==> src/rtl/bft_pkg.sv <==
// ----------------------------------------------------------------------------
// bft_pkg
// Shared definitions for the BFT t-switch node scheduler.
//  - dir_e : 2-bit route direction (VOID/LEFT/RIGHT/UP), same encoding as the
//            shared direction parameters used elsewhere in the tree.
//  - packet field offsets: a packet is {valid, addr[N_ADDR-1:0], data[D_W-1:0]}.
//    The offsets depend on the node parameters, so they are constant functions.
// ----------------------------------------------------------------------------
package bft_pkg;

    typedef enum logic [1:0] {
        VOID  = 2'b00,
        LEFT  = 2'b01,
        RIGHT = 2'b10,
        UP    = 2'b11
    } dir_e;

    localparam int DATA_LSB = 0;

    function automatic int pkt_w(input int n_addr, input int d_w);
        return 1 + n_addr + d_w;
    endfunction

    function automatic int valid_bit(input int n_addr, input int d_w);
        return n_addr + d_w;
    endfunction

    function automatic int addr_msb(input int n_addr, input int d_w);
        return n_addr + d_w - 1;
    endfunction

    function automatic int addr_lsb(input int d_w);
        return d_w;
    endfunction

endpackage

==> src/rtl/t_node_sched_if.sv <==
// ----------------------------------------------------------------------------
// t_node_sched_if
// Packet buses around one t-switch node.
//  l_bus_i / r_bus_i / u_bus_i : packets arriving from left child, right child
//                                and parent
//  l_bus_o / r_bus_o / u_bus_o : packets leaving toward left child, right child
//                                and parent
// Modports:
//  slave  : the node itself (consumes *_i, produces *_o)
//  master : the surrounding links (produce *_i, consume *_o)
// ----------------------------------------------------------------------------
interface t_node_sched_if #(
    parameter int P_W = 37
) ();

    logic [P_W-1:0] l_bus_i;
    logic [P_W-1:0] r_bus_i;
    logic [P_W-1:0] u_bus_i;
    logic [P_W-1:0] l_bus_o;
    logic [P_W-1:0] r_bus_o;
    logic [P_W-1:0] u_bus_o;

    modport slave (
        input  l_bus_i, r_bus_i, u_bus_i,
        output l_bus_o, r_bus_o, u_bus_o
    );

    modport master (
        output l_bus_i, r_bus_i, u_bus_i,
        input  l_bus_o, r_bus_o, u_bus_o
    );

endinterface

==> src/rtl/t_route_dec.sv <==
// ----------------------------------------------------------------------------
// t_route_dec
// Route decoder for one input packet of a t-switch node.
//  i_addr  : destination leaf address
//  i_valid : packet valid bit
//  o_dir   : VOID when not valid; UP when the address lies outside this
//            node's subtree; otherwise LEFT/RIGHT from addr[LEVEL-1].
// The top node (LEVEL == N_ADDR) owns the whole tree, so nothing goes UP.
// ----------------------------------------------------------------------------
module t_route_dec
    import bft_pkg::*;
#(
    parameter int N_ADDR = 4,
    parameter int LEVEL  = 1,
    parameter int POS    = 0
) (
    input  logic [N_ADDR-1:0] i_addr,
    input  logic              i_valid,
    output dir_e              o_dir
);

    logic w_in_sub;

    generate
        if (LEVEL >= N_ADDR) begin : g_top
            assign w_in_sub = 1'b1;
        end else begin : g_sub
            localparam int             HW    = N_ADDR - LEVEL;
            localparam logic [HW-1:0]  POS_V = HW'(POS);
            assign w_in_sub = (i_addr[N_ADDR-1:LEVEL] == POS_V);
        end
    endgenerate

    always_comb begin
        o_dir = VOID;
        if (i_valid) begin
            if (!w_in_sub) begin
                o_dir = UP;
            end else if (i_addr[LEVEL-1]) begin
                o_dir = RIGHT;
            end else begin
                o_dir = LEFT;
            end
        end
    end

endmodule

==> src/rtl/t_node_sched.sv <==
// ----------------------------------------------------------------------------
// t_node_sched
// Registered deflection scheduler for one BFT t-switch node (level >= 1).
// Every valid input packet is placed on exactly one output bus; packets that
// cannot get their decoded port are deflected rather than dropped. One cycle
// of latency. Uplink contention between left and right alternates through a
// round-robin bit.
// Ports:
//  clk      : clock, all state on rising edge
//  reset    : synchronous, active-high; clears outputs, rr and counter
//  nbus     : t_node_sched_if.slave, the three input and three output buses
//  defl_cnt : saturating deflection count
// Optional feature:
//  T_DEFL_CNT_EN defined   -> defl_cnt counts deflections (saturating)
//  T_DEFL_CNT_EN undefined -> no counter, defl_cnt is constant 0
// ----------------------------------------------------------------------------
module t_node_sched
    import bft_pkg::*;
#(
    parameter int N_ADDR = 4,
    parameter int D_W    = 32,
    parameter int LEVEL  = 1,
    parameter int POS    = 0
) (
    input  logic                clk,
    input  logic                reset,
    t_node_sched_if.slave       nbus,
    output logic [15:0]         defl_cnt
);

    localparam int P_W      = pkt_w(N_ADDR, D_W);
    localparam int VLD_BIT  = valid_bit(N_ADDR, D_W);
    localparam int ADDR_MSB = addr_msb(N_ADDR, D_W);

    // Free-port mask bit order: [0]=LEFT, [1]=RIGHT, [2]=UP
    function automatic logic is_free(input logic [2:0] free, input dir_e port);
        case (port)
            LEFT:    return free[0];
            RIGHT:   return free[1];
            UP:      return free[2];
            default: return 1'b0;
        endcase
    endfunction

    function automatic logic [2:0] take(input logic [2:0] free, input dir_e port);
        logic [2:0] f;
        f = free;
        case (port)
            LEFT:    f[0] = 1'b0;
            RIGHT:   f[1] = 1'b0;
            UP:      f[2] = 1'b0;
            default: f = free;
        endcase
        return f;
    endfunction

    // Desired port, else arrival port, else whichever port is still free.
    function automatic dir_e pick(input dir_e want, input dir_e arrive,
                                  input logic [2:0] free);
        if (is_free(free, want))   return want;
        if (is_free(free, arrive)) return arrive;
        if (free[0])               return LEFT;
        if (free[1])               return RIGHT;
        return UP;
    endfunction

    function automatic logic [P_W-1:0] mux_port(
        input dir_e port,
        input dir_e dst_l, input dir_e dst_r, input dir_e dst_u,
        input logic [P_W-1:0] pk_l, input logic [P_W-1:0] pk_r,
        input logic [P_W-1:0] pk_u);
        if (dst_l == port) return pk_l;
        if (dst_r == port) return pk_r;
        if (dst_u == port) return pk_u;
        return '0;
    endfunction

    dir_e           w_dir_l, w_dir_r, w_dir_u;
    dir_e           w_dst_l, w_dst_r, w_dst_u;
    logic [2:0]     w_free;
    logic           w_need_l, w_need_r;
    logic           w_rr_toggle;
    logic [P_W-1:0] w_l_nxt, w_r_nxt, w_u_nxt;

    logic [P_W-1:0] r_l_bus_p1, r_r_bus_p1, r_u_bus_p1;
    logic           r_rr;

    t_route_dec #(.N_ADDR(N_ADDR), .LEVEL(LEVEL), .POS(POS)) u_dec_l (
        .i_addr  (nbus.l_bus_i[ADDR_MSB -: N_ADDR]),
        .i_valid (nbus.l_bus_i[VLD_BIT]),
        .o_dir   (w_dir_l)
    );

    t_route_dec #(.N_ADDR(N_ADDR), .LEVEL(LEVEL), .POS(POS)) u_dec_r (
        .i_addr  (nbus.r_bus_i[ADDR_MSB -: N_ADDR]),
        .i_valid (nbus.r_bus_i[VLD_BIT]),
        .o_dir   (w_dir_r)
    );

    t_route_dec #(.N_ADDR(N_ADDR), .LEVEL(LEVEL), .POS(POS)) u_dec_u (
        .i_addr  (nbus.u_bus_i[ADDR_MSB -: N_ADDR]),
        .i_valid (nbus.u_bus_i[VLD_BIT]),
        .o_dir   (w_dir_u)
    );

    // Stage p0: port assignment, evaluated in strict priority order with a
    // running free-port mask.
    always_comb begin
        w_free  = 3'b111;
        w_dst_l = VOID;
        w_dst_r = VOID;
        w_dst_u = VOID;

        // Turnbacks claim their own arrival port first.
        if (w_dir_l == LEFT) begin
            w_dst_l = LEFT;
            w_free  = take(w_free, LEFT);
        end
        if (w_dir_r == RIGHT) begin
            w_dst_r = RIGHT;
            w_free  = take(w_free, RIGHT);
        end
        if (w_dir_u == UP) begin
            w_dst_u = UP;
            w_free  = take(w_free, UP);
        end

        // Downlink: UP is always still free here because u did not turn back.
        if (w_dir_u == LEFT || w_dir_u == RIGHT) begin
            w_dst_u = is_free(w_free, w_dir_u) ? w_dir_u : UP;
            w_free  = take(w_free, w_dst_u);
        end

        w_need_l = (w_dir_l == RIGHT) || (w_dir_l == UP);
        w_need_r = (w_dir_r == LEFT)  || (w_dir_r == UP);

        if (!r_rr) begin
            if (w_need_l) begin
                w_dst_l = pick(w_dir_l, LEFT, w_free);
                w_free  = take(w_free, w_dst_l);
            end
            if (w_need_r) begin
                w_dst_r = pick(w_dir_r, RIGHT, w_free);
                w_free  = take(w_free, w_dst_r);
            end
        end else begin
            if (w_need_r) begin
                w_dst_r = pick(w_dir_r, RIGHT, w_free);
                w_free  = take(w_free, w_dst_r);
            end
            if (w_need_l) begin
                w_dst_l = pick(w_dir_l, LEFT, w_free);
                w_free  = take(w_free, w_dst_l);
            end
        end
    end

    assign w_rr_toggle = (w_dir_l == UP) && (w_dir_r == UP);

    assign w_l_nxt = mux_port(LEFT,  w_dst_l, w_dst_r, w_dst_u,
                              nbus.l_bus_i, nbus.r_bus_i, nbus.u_bus_i);
    assign w_r_nxt = mux_port(RIGHT, w_dst_l, w_dst_r, w_dst_u,
                              nbus.l_bus_i, nbus.r_bus_i, nbus.u_bus_i);
    assign w_u_nxt = mux_port(UP,    w_dst_l, w_dst_r, w_dst_u,
                              nbus.l_bus_i, nbus.r_bus_i, nbus.u_bus_i);

    // Stage p1: registered outputs and round-robin state.
    always_ff @(posedge clk) begin
        if (reset) begin
            r_l_bus_p1 <= '0;
            r_r_bus_p1 <= '0;
            r_u_bus_p1 <= '0;
            r_rr       <= 1'b0;
        end else begin
            r_l_bus_p1 <= w_l_nxt;
            r_r_bus_p1 <= w_r_nxt;
            r_u_bus_p1 <= w_u_nxt;
            if (w_rr_toggle) begin
                r_rr <= ~r_rr;
            end
        end
    end

    assign nbus.l_bus_o = r_l_bus_p1;
    assign nbus.r_bus_o = r_r_bus_p1;
    assign nbus.u_bus_o = r_u_bus_p1;

`ifdef T_DEFL_CNT_EN
    function automatic logic [15:0] sat_add(input logic [15:0] cnt,
                                            input logic [1:0] inc);
        logic [16:0] s;
        s = {1'b0, cnt} + 17'(inc);
        return s[16] ? 16'hFFFF : s[15:0];
    endfunction

    logic        w_defl_l, w_defl_r, w_defl_u;
    logic [1:0]  w_ndefl;
    logic [15:0] r_defl_cnt;

    assign w_defl_l = (w_dir_l != VOID) && (w_dst_l != w_dir_l);
    assign w_defl_r = (w_dir_r != VOID) && (w_dst_r != w_dir_r);
    assign w_defl_u = (w_dir_u != VOID) && (w_dst_u != w_dir_u);
    assign w_ndefl  = 2'(w_defl_l) + 2'(w_defl_r) + 2'(w_defl_u);

    always_ff @(posedge clk) begin
        if (reset) begin
            r_defl_cnt <= '0;
        end else begin
            r_defl_cnt <= sat_add(r_defl_cnt, w_ndefl);
        end
    end

    assign defl_cnt = r_defl_cnt;
`else
    assign defl_cnt = 16'h0000;
`endif

endmodule
==> src/flat_wrapper.sv <==
// flat-port wrapper written by rule: the top's interface ports become plain ports
module t_node_sched_flat import bft_pkg::*;
#(
    parameter int N_ADDR = 4,
    parameter int D_W    = 32,
    parameter int LEVEL  = 1,
    parameter int POS    = 0
)
  (clk, reset, defl_cnt, nbus_l_bus_i, nbus_r_bus_i, nbus_u_bus_i, nbus_l_bus_o, nbus_r_bus_o, nbus_u_bus_o);
  t_node_sched_if nbus_i ();
  input  logic clk;
  input  logic reset;
  output logic [15:0] defl_cnt;
  input wire logic [$bits(nbus_i.l_bus_i)-1:0] nbus_l_bus_i;
  input wire logic [$bits(nbus_i.r_bus_i)-1:0] nbus_r_bus_i;
  input wire logic [$bits(nbus_i.u_bus_i)-1:0] nbus_u_bus_i;
  output wire logic [$bits(nbus_i.l_bus_o)-1:0] nbus_l_bus_o;
  output wire logic [$bits(nbus_i.r_bus_o)-1:0] nbus_r_bus_o;
  output wire logic [$bits(nbus_i.u_bus_o)-1:0] nbus_u_bus_o;
  assign nbus_i.l_bus_i = nbus_l_bus_i;
  assign nbus_i.r_bus_i = nbus_r_bus_i;
  assign nbus_i.u_bus_i = nbus_u_bus_i;
  assign nbus_l_bus_o = nbus_i.l_bus_o;
  assign nbus_r_bus_o = nbus_i.r_bus_o;
  assign nbus_u_bus_o = nbus_i.u_bus_o;
  t_node_sched #(.N_ADDR(N_ADDR), .D_W(D_W), .LEVEL(LEVEL), .POS(POS)) u_core (.clk(clk), .reset(reset), .nbus(nbus_i), .defl_cnt(defl_cnt));
endmodule
==> config.mk <==
export PLATFORM = sky130hd
export DESIGN_NAME = t_node_sched_flat
export DESIGN_NICKNAME = d
export VERILOG_FILES = /design/src/rtl/bft_pkg.sv /design/src/rtl/t_node_sched_if.sv /design/src/rtl/t_route_dec.sv /design/src/rtl/t_node_sched.sv /design/src/flat_wrapper.sv
export SDC_FILE = /design/constraint.sdc
export NUM_CORES = 1
export LEC_CHECK = 0
export ABC_CLOCK_PERIOD_IN_PS = 3950
export CORE_MARGIN = 3
export CORE_UTILIZATION = 39
export DETAILED_ROUTE_END_ITERATION = 7
export PLACE_DENSITY = 0.79
export SYNTH_ARGS = -nofsm -noshare
export SYNTH_HDL_FRONTEND = slang
export SYNTH_SLANG_ARGS = --single-unit
==> constraint.sdc <==
create_clock -name clk -period 3.95 [get_ports clk]
set_input_delay 0.5925 -clock clk [delete_from_list [all_inputs] [get_ports clk]]
set_output_delay 0.5925 -clock clk [all_outputs]
set_load 0.02 [all_outputs]
==> flow_summary.yaml <==
setup_path:
  critPathMaxFanout: 12
  critical_path_class: "input port to flip-flop"
  ff2ff_setup_slack_ns: 1.62
  required_ns: 4.19
  r2r_end: "u_core.nbus.r_bus_o[17]"
  reg2reg_from: "u_core.r_rr"
  critPathLaunchType: "input port"
  critPathArrivalTime_ns: 4.07
  reg2reg_depth: 9
  end_kind: "flip-flop"
detailed_routing:
  num_vias: 6182
  totalWireLength_um: 20900
  routed_via_density: 6.04
  wl_per_cell_um: 20.5
  first_pass_iters: 5
  drt_first_iter_violations: 622
  drcViolationCount: 0
  antenna_left: 0
global_route:
  grt_pass1_vias: 6339
  grt-ovfl-total: 0
  antenna_found_initial: 0
  grt_pass1_wl_um: 32700
  grt_usage_pct: 25.5
  grt_max_degree: 39
die:
  chipHeight_um: 125
  core_area_um2: 13600
  dieArea_um2: 15700
  ios: 240
  die_w_um: 125
  initial_core_util_pct: 41.0
  num_rows: 42
power_and_ir_drop:
  power_frac_clock_pct: 27.8
  power_switching_mw: 1.05
  internal_power_mw: 2.26
  cellLeakagePower_nw: 3.30
  power_density_nw_per_um2: 374
  vdd_drop_max_mv: 0.309
  seqPwrFrac_pct: 38.8
  netSwitchingFraction_pct: 31.6
  power_frac_comb_pct: 33.4
hold_path:
  hold-path-endpoint: "u_core.r_rr"
  hold_start: "u_core.r_rr"
  hold_path.class: "flip-flop to flip-flop"
  hold_depth: 2
cts:
  cts_sinks: 112
  clk_path_buf_depth: 2
  hold_buffers: 0
  clk_pin_slew_ns: 0.07
  tritoncts: "built"
  clock_latency_ns: 0.36
  cts_buffers: 9
  cts_max_level: 3
  root_buffer: "clkbuf_16"
timing:
  worstMarginPinSlew_ns: 0.683
  tns_ns: 0
  fin_crit_sh_pct: 97.0
  whs_ns: 0.664
  setup_viol: 0
  relSlewSlack_pct: 54.5
  clock_skew_ns: 0.00906
  maxSlewViolCount: 0
  min_period_ns: 3.83
  fmax_mhz: 261
  hold_violations: 0
layout:
  drive_gt1_share_pct: 16.8
  layout.nets: 959
  finalNonFillerCells: 1023
  utilization_pct: 65.2
  areaGrowthSynthToFinish_pct: 59.1
  antennaDiodeCount: 0
  final_cell_mix: "217 x clkdlybuf4s50_1, 112 x dfxtp_1, 74 x nor2_1"
  final_common_cell: "clkdlybuf4s50_1"
  fillers: 1085
  fin_area_um2: 8840
yosys:
  syn_inst: 586
  yosysWarnings: 0
  synth_edf_count: 0
  synth_seq_area_share_pct: 40.4
  synthArstFlopShare_pct: 0
  synth.distinct_cells: 61
  synthesis.area_um2: 5560
  synth-seq-cells: 112
  syn_area_per_cell_um2: 9.48
  ys.flop_type: "dfxtp_1"
place:
  dp.final_hpwl_um: 14900
  dpl-instance-area_um2: 8300
  placed_cells: 996
  io_buffers: 223
  gp_congestion: 0.933
run:
  maxCapViolations: 0
run_status:
  status: "completed"
## state kept, by name (all words and copies together), names as in the netlist
register	flops
u_core.nbus.u_bus_o	37
u_core.nbus.l_bus_o	37
u_core.r_rr	1
u_core.nbus.r_bus_o	37
## worst max path at each step
stage	from	to	slack [ns]	depth (start not counted)
finish	nbus_u_bus_i[33]	u_core.nbus.r_bus_o[17]	0.12	18
global route	nbus_u_bus_i[33]	u_core.nbus.r_bus_o[8]	-0.03	19
CTS	nbus_u_bus_i[34]	u_core.nbus.r_bus_o[20]	0.004	18
detailed placement	nbus_u_bus_i[33]	u_core.nbus.u_bus_o[13]	-0.66	15
global placement	nbus_u_bus_i[33]	u_core.nbus.u_bus_o[13]	-0.51	15
floorplan	nbus_u_bus_i[33]	u_core.nbus.r_bus_o[10]	0.007	13
## kinds of logic after synthesis
group                    count (synthesis)  share of synthesized area, %
other                                    1                        0.0675
AND/OR/NAND/NOR                        166                          15.8
AO/OA/AOI/OAI                          217                          33.7
buffers and inverters                   83                          8.54
adder cells (fa/ha/maj)                  4                         0.901
flip-flops                             112                          40.4
multiplexers                             3                         0.653
## area by class of cell
cell class	count	area, µm²	share of cell area [%]
clock buffers	10	229	2.59
clock inverters	6	67.6	0.764
inverters	6	22.5	0.255
multi-input cells	406	3040	34.4
flip-flops and latches	112	2240	25.4
well taps	176	220	2.49
repair buffers	307	3020	34.1
## synth_stat cells, types with 3 or more instances
master | instances | area share [%]
a32oi_1 | 72 | 11
or3_1 | 5 | 0.56
nand2_1 | 10 | 0.68
clkbuf_1 | 28 | 1.9
nor3_1 | 5 | 0.45
buf_6 | 10 | 2.0
and2_1 | 36 | 4.1
buf_2 | 22 | 2.0
a221o_1 | 33 | 5.9
a221oi_1 | 3 | 0.47
nor2_1 | 75 | 5.1
a21oi_1 | 5 | 0.45
inv_1 | 6 | 0.41
ha_1 | 4 | 0.90
nand4_1 | 4 | 0.45
o21bai_1 | 4 | 0.54
nand3_1 | 3 | 0.27
nor4_1 | 6 | 0.68
dfxtp_1 | 112 | 40
a31oi_1 | 4 | 0.45
buf_4 | 16 | 2.2
o21ai_0 | 5 | 0.45
o211ai_1 | 4 | 0.54
a211oi_1 | 66 | 8.9
## metal layers
metal	GRT usage [%]	part of all wire, %
met1	29.6	38
met2	44.1	50
met3	6.95	8.9
met4	11.4	2.7
met5	0	0
## timing repair
| action | in CTS | in global routing |
|---|---|---|
| setup endpoints to repair | 105 | 106 |
| gates resized for setup | 20 | 21 |
| hold endpoints to repair | 0 | 0 |
| setup buffers | 9 | 2 |
| pin swaps | 15 | 12 |
| gates cloned | 1 | 0 |
## critical path, cell delays in order
cell and delay, ns:
clkbuf_2 0.11, or3_4 0.41, o21ai_4 0.16, buf_6 0.12
ha_4 0.20, nor3b_4 0.23, o211ai_1 0.15, buf_4 0.18
a2bb2oi_4 0.14, and3_4 0.20, nand4b_4 0.20, a2bb2oi_2 0.18
buf_4 0.14, mux2i_4 0.25, a211oi_4 0.13, buf_4 0.18
buf_12 0.14, a221o_1 0.35
## power groups by stage
| stage | clock (mW) | sequential (mW) | combinational [mW] |
|---|---|---|---|
| floorplan | 0 | 1.45 | 0.388 |
| global placement | 0 | 1.31 | 1.05 |
| finish | 0.920 | 1.28 | 1.10 |
| CTS | 0.936 | 1.29 | 1.09 |
| global route | 0.975 | 1.29 | 1.17 |
| detailed placement | 0 | 1.31 | 1.07 |
## per-stage QoR
| stage | setup WS [ns] | power, mW |
|---|---|---|
| floorplan | 0.00709 | 1.84 |
| global placement | -0.505 | 2.35 |
| detailed placement | -0.659 | 2.38 |
| CTS | 0.00358 | 3.31 |
| global route | -0.0267 | 3.44 |
| finish | 0.117 | 3.31 |
(Power assumes the default switching activity.)
